**src/rtl/aes256_round_key_store_if.sv**
```systemverilog
// Bundle between AES-256 key expansion / round datapath and the round key store.
// master drives capture and read requests; slave (the store) returns read data and status.
interface aes256_round_key_store_if #(
  parameter int RK_W  = 128,
  parameter int IDX_W = 4
);
  logic             load_start;
  logic [RK_W-1:0]  rk_in;
  logic             rk_in_valid;
  logic             rd_en;
  logic [IDX_W-1:0] rd_idx;
  logic [RK_W-1:0]  rd_data;
  logic             rd_valid;
  logic             sched_ready;
  logic [IDX_W-1:0] capture_cnt;
  logic             err;

  modport master (
    output load_start, rk_in, rk_in_valid, rd_en, rd_idx,
    input  rd_data, rd_valid, sched_ready, capture_cnt, err
  );

  modport slave (
    input  load_start, rk_in, rk_in_valid, rd_en, rd_idx,
    output rd_data, rd_valid, sched_ready, capture_cnt, err
  );
endinterface

```
**src/rtl/aes256_round_key_store.sv**
```systemverilog
// Captures the 15 AES-256 round keys in strobe order, then serves them by round index.
// Read latency 1 cycle, one read per cycle; no backpressure, keys arrive on rk_in_valid strobes.
module aes256_round_key_store #(
  parameter int NUM_RK = 15,
  parameter int RK_W   = 128,
  parameter int IDX_W  = 4
) (
  input  logic                    clk,
  input  logic                    rst,
  aes256_round_key_store_if.slave bus
);

  typedef enum logic [1:0] {
    IDLE,
    CAPTURE,
    READY
  } state_t;

  localparam logic [IDX_W-1:0] LAST_IDX = IDX_W'(NUM_RK - 1);

  state_t           state_q, state_d;
  logic [IDX_W-1:0] cnt_q, cnt_d;
  logic             err_q, err_d;
  logic [RK_W-1:0]  rd_data_q, rd_data_d;
  logic             rd_valid_q, rd_valid_d;
  logic             wr_en;
  logic             rd_ok;

  logic [RK_W-1:0]  key_mem [NUM_RK];

  // Reads are only honoured in READY, so they never alias an in-flight capture write.
  assign rd_ok = (state_q == READY) && (bus.rd_idx <= LAST_IDX);

  always_ff @(posedge clk or posedge rst) begin
    if (rst) begin
      state_q    <= IDLE;
      cnt_q      <= '0;
      err_q      <= 1'b0;
      rd_data_q  <= '0;
      rd_valid_q <= 1'b0;
    end else begin
      state_q    <= state_d;
      cnt_q      <= cnt_d;
      err_q      <= err_d;
      rd_data_q  <= rd_data_d;
      rd_valid_q <= rd_valid_d;
    end
  end

  always_comb begin
    state_d    = state_q;
    cnt_d      = cnt_q;
    err_d      = err_q;
    rd_data_d  = rd_data_q;
    rd_valid_d = 1'b0;
    wr_en      = 1'b0;

    // load_start outranks a simultaneous key strobe: that key is dropped.
    if (bus.load_start) begin
      state_d = CAPTURE;
      cnt_d   = '0;
      err_d   = 1'b0;
    end else begin
      case (state_q)
        CAPTURE: begin
          if (bus.rk_in_valid) begin
            wr_en = 1'b1;
            cnt_d = cnt_q + IDX_W'(1);
            if (cnt_q == LAST_IDX) begin
              state_d = READY;
            end
          end
        end
        IDLE, READY: begin
          if (bus.rk_in_valid) begin
            err_d = 1'b1;
          end
        end
        default: state_d = IDLE;
      endcase
    end

    if (bus.rd_en) begin
      rd_valid_d = 1'b1;
      if (rd_ok) begin
        rd_data_d = key_mem[bus.rd_idx];
      end else begin
        rd_data_d = '0;
        err_d     = 1'b1;
      end
    end
  end

  // Key storage carries no reset; rd_ok gates every read until a full schedule is present.
  always_ff @(posedge clk) begin
    if (wr_en) begin
      key_mem[cnt_q] <= bus.rk_in;
    end
  end

  assign bus.rd_data     = rd_data_q;
  assign bus.rd_valid    = rd_valid_q;
  assign bus.sched_ready = (state_q == READY);
  assign bus.capture_cnt = cnt_q;
  assign bus.err         = err_q;

endmodule
```
**src/flat_wrapper.sv**
```systemverilog
// flat-port wrapper written by rule: the top's interface ports become plain ports
module aes256_round_key_store_flat 
#(
  parameter int NUM_RK = 15,
  parameter int RK_W   = 128,
  parameter int IDX_W  = 4
)
  (clk, rst, bus_load_start, bus_rk_in, bus_rk_in_valid, bus_rd_en, bus_rd_idx, bus_rd_data, bus_rd_valid, bus_sched_ready, bus_capture_cnt, bus_err);
  aes256_round_key_store_if #(.RK_W(RK_W), .IDX_W(IDX_W)) bus_i ();
  input  logic clk;
  input  logic rst;
  input wire logic [$bits(bus_i.load_start)-1:0] bus_load_start;
  input wire logic [$bits(bus_i.rk_in)-1:0] bus_rk_in;
  input wire logic [$bits(bus_i.rk_in_valid)-1:0] bus_rk_in_valid;
  input wire logic [$bits(bus_i.rd_en)-1:0] bus_rd_en;
  input wire logic [$bits(bus_i.rd_idx)-1:0] bus_rd_idx;
  output wire logic [$bits(bus_i.rd_data)-1:0] bus_rd_data;
  output wire logic [$bits(bus_i.rd_valid)-1:0] bus_rd_valid;
  output wire logic [$bits(bus_i.sched_ready)-1:0] bus_sched_ready;
  output wire logic [$bits(bus_i.capture_cnt)-1:0] bus_capture_cnt;
  output wire logic [$bits(bus_i.err)-1:0] bus_err;
  assign bus_i.load_start = bus_load_start;
  assign bus_i.rk_in = bus_rk_in;
  assign bus_i.rk_in_valid = bus_rk_in_valid;
  assign bus_i.rd_en = bus_rd_en;
  assign bus_i.rd_idx = bus_rd_idx;
  assign bus_rd_data = bus_i.rd_data;
  assign bus_rd_valid = bus_i.rd_valid;
  assign bus_sched_ready = bus_i.sched_ready;
  assign bus_capture_cnt = bus_i.capture_cnt;
  assign bus_err = bus_i.err;
  aes256_round_key_store #(.NUM_RK(NUM_RK), .RK_W(RK_W), .IDX_W(IDX_W)) u_core (.clk(clk), .rst(rst), .bus(bus_i));
endmodule
```
**config.mk**
```make
export PLATFORM = sky130hd
export DESIGN_NAME = aes256_round_key_store_flat
export DESIGN_NICKNAME = d
export VERILOG_FILES = /design/src/rtl/aes256_round_key_store_if.sv /design/src/rtl/aes256_round_key_store.sv /design/src/flat_wrapper.sv
export SDC_FILE = /design/constraint.sdc
export NUM_CORES = 2
export LEC_CHECK = 0
export ABC_AREA = 1
export CORE_AREA = 4 4 395 397
export DETAILED_ROUTE_END_ITERATION = 6
export DIE_AREA = 0 0 399 401
export GPL_TIMING_DRIVEN = 1
export HOLD_SLACK_MARGIN = 0.12
export PLACE_DENSITY_LB_ADDON = 0.2
export RECOVER_POWER = 50
export SLEW_MARGIN = 10
export SYNTH_ARGS = -nofsm -noshare
export SYNTH_HDL_FRONTEND = slang
export SYNTH_SLANG_ARGS = --single-unit
```
**constraint.sdc**
```tcl
create_clock -name clk -period 15.95 [get_ports clk]
set_input_delay 3.19 -clock clk [delete_from_list [all_inputs] [get_ports clk]]
set_output_delay 3.19 -clock clk [all_outputs]
set_load 0.1 [all_outputs]
```
==> summary.md <==
The flow ran to the end, but the final reports show violations. The final reports fail on capacitance limit, slew limit. Across all layers, the routed design uses 54140 vias. Kind of cell adding the most delay to the critical path: buffers and inverters.

Max-cap violations in this run came to 7. Number of global-route vias before repair: 51490. Synthesis produced a netlist with a net count of 7426. The depth of the critical timing path with buffers and inverters included works out to 12. For the number of rows in the core area, the log shows 143. Across all setup checks in the final design, the least slack found is 6377 ps. Final number of hold-violating endpoints: 0. The cell type of the slowest stage on the worst timing path was sky130_fd_sc_hd__clkbuf_1.

In this run the tightest slew margin relative to its limit is -198.3%. The logs give 4 for the H-tree depth reported by CTS and 104.5 MHz for the upper clock frequency limit. The final period utilization works out to 60.02%.

The tools report the I/O pin total as 272. The number of warnings issued by yosys was 0. The number of cells upsized or downsized after cts was 0; the register area share after synthesis was 73.13%. The die boundary height was 401 µm. The min-delay analysis places its worst path in the category register to register.

During placement, the flow inserted port buffers numbering 271. The first global-routing pass estimated 317800 µm of wire. At the pin with the least slew margin, the transition time is 4475 ps. The tools report the final number of max-transition violations as 310. The detailed router finished its first iteration with 5976 violations. The congestion estimate from routability-driven global placement came to 0.7773. Summed over all failing endpoints, the final setup total negative slack is 0 ps. The die covers 160000 µm².

Counting the buffers created by CTS gives 205. Peak fanout along the critical path: 231. The area of the core region was 151900 µm²; the number of hold buffers added after cts was 0. Before CTS, the worst setup slack after placement is 8310 ps. In the final layout, the share of cells above drive strength 1 is 4.916%. The number of antenna violations at the first check in global routing is 53. The number of buffers and inverters on the critical path is 5. Walking the worst path, the cells encountered are clkbuf_1 > inv_16 > buf_4 > buf_12 > buf_4 > nand2_1 > nand3_1 > nand2_1 > nand2_1 > nand2_1 > nand3_1 > nand2_1. Final design utilization: 61.77%. The worst setup skew after layout is 29.70 ps.

The growth of design area from synthesis to finish is 12.39%, and the final critical delay including setup and external delays is 9573 ps. Setup repair after global routing left no endpoint under its margin. For this run the aggregate overflow at the end of global routing stands at 0. The tools report the insertion delay to the later sink of the worst-skew pair as 830 ps. The synthesis-stage register bit count is 2056, and the cell count after synthesis is 7285. Summed over all layers, the routed wires come to 211000 µm. The cell chosen for the clock root is sky130_fd_sc_hd__clkbuf_16. The unique cell type count in the Yosys netlist is 17, and the signal arrival time at the worst endpoint is 10330 ps. By instance count, the cell type seen most on the critical path is sky130_fd_sc_hd__nand2_1.

Setup violations remaining at the end of the flow were counted as 0. In the final routed layout, each cell accounts on average for 21.88 µm. The die is 399 µm wide. VDD sags by at most 110.7 µV. The run gives 7553 as the layout net count. The logs give 83490 µm² for the mapped cell area and 2056 for the clock sink count. After detailed routing, the number of vias per cell comes to 5.615. TritonCTS built the clock tree.

The average instance area after synthesis came out at 11.46 µm². The residual DRC count was 0; the number of cell instances on the worst register-to-register path was 7. Critical path class: input port to register. In this run the power density over the cells is 118.9 nW/µm². STA classifies the critical path endpoint as a register.

The first TritonRoute pass finished after 6 iterations. The cell count of the worst hold path was 2; the effective utilization at floorplan was 54.96%. For this run, the slowest stage of the critical path takes 3070 ps. Buffers added to address setup during post-CTS repair amount to 0. The run gives 232 as the largest net degree at the start of global routing. The tools report the total routing usage reported by global routing as 26.07%. The startpoint type of the worst setup path was an input port. Residual antenna-violating net count after detailed routing: 0. At the worst endpoint, the required time is 16700 ps. In this run the static leakage power is 36.50 nW. Clock-pin slew reported for the worst setup and hold paths after clock tree synthesis: 60 ps.

The clock passes through at most 3 buffers. The wire-length estimate of the detail-placed layout is 97860 µm.
Yosys cell counts (all sizes together):
library cell  instances  area [µm²]
a21oi               258        1291
buf                 328        1893
clkbuf               96       360.4
dfrtp               136        3403
edfxtp             1920       57660
ha                    4       50.05
inv                 655        2461
nand2              2448        9189
nand3              1410        7057
nor2                 18       67.56
nor3                  4       20.02
o21ai                 8       40.04
worst min-delay path, stage by stage, from the launching register on:
cell and delay [ps]:
sky130_fd_sc_hd__dfrtp_1 340, sky130_fd_sc_hd__nand2_1 50, sky130_fd_sc_hd__nand2_1 60
area by class of cell:
| class | count | area [µm²] |
|---|---|---|
| repair buffers | 344 | 3378 |
| inverters | 655 | 2504 |
| fillers | 11550 | 58070 |
| clock inverters | 117 | 959.7 |
| clock buffers | 266 | 5544 |
| multi-input cells | 4150 | 17790 |
| diodes | 23 | 57.56 |
| well taps | 2030 | 2540 |
| flip-flops and latches | 2056 | 61060 |
flip-flops by register name, indices dropped and copies added (netlist names):
name,count
u_core.key_mem,1920
u_core.bus.capture_cnt,4
u_core.state_q,2
u_core.bus.rd_data,128
u_core.bus.rd_valid,1
u_core.bus.err,1
metrics by stage:
step	cells	total power, mW	area [µm²]	hold slack [ps]
6_report	9641	11.16	93830	477.1
5_1_grt	9627	11.53	93800	488.2
4_1_cts	9618	11.23	93840	481.8
3_5_place_dp	9235	6.611	87340	465.2
3_3_place_gp	9235	6.601	87340	462.9
2_1_floorplan	7285	6.407	83490	511.9
cells by family (layout without fill, tap and decap cells):
kind of cell,after synthesis,in the layout,share of synthesized area (%)
AOI/OAI and AO/OA,266,266,1.595
other,0,23,0
and+or+nand+nor,3880,3880,19.56
buffers and inverters,1079,1382,5.647
DFF,2056,2056,73.13
adders and majority gates,4,4,0.05995
placed cells by master, fill, tap and decap left out, types with 23 or more instances in the layout:
cell type,n
sky130_fd_sc_hd__dlygate4sd3_1,131
sky130_fd_sc_hd__inv_1,649
sky130_fd_sc_hd__clkbuf_1,52
sky130_fd_sc_hd__edfxtp_1,1920
sky130_fd_sc_hd__nand2_1,2448
sky130_fd_sc_hd__clkbuf_16,209
sky130_fd_sc_hd__clkinv_2,37
sky130_fd_sc_hd__dfrtp_1,136
sky130_fd_sc_hd__clkdlybuf4s50_1,135
sky130_fd_sc_hd__diode_2,23
sky130_fd_sc_hd__nand3_1,1410
sky130_fd_sc_hd__buf_4,60
sky130_fd_sc_hd__a21oi_1,258
sky130_fd_sc_hd__clkinv_1,53
where the power goes:
group,internal (mW),switching (mW)
combinational,0.143,0.408
clock,2.66,2.00
sequential,5.94,0.00791
path summary, 6_finish.rpt:
kind	startpoint	end	slack (ps)
max in group asynchronous	rst	u_core.bus.rd_data[47]	7740
hold / removal	u_core.bus.rd_data[26]	u_core.bus.rd_data[26]	480
setup / recovery	bus_rd_idx[0]	u_core.bus.rd_data[44]	6380
hold reg to reg	u_core.bus.rd_data[26]	u_core.bus.rd_data[26]	480
min in group asynchronous	rst	u_core.bus.rd_data[122]	3800
setup reg to reg	u_core.state_q[1]	u_core.key_mem[11][56]	11050
per-layer routing:
metal	vias up	GRT usage, %	part of all wire (%)
li1	24970	-	-
met1	26480	37.64	42
met2	2353	41.19	47
met3	327	4.532	8.5
met4	14	7.417	2.3
met5	-	0	0.037
Note: power is estimated with default switching activity, not from simulation.
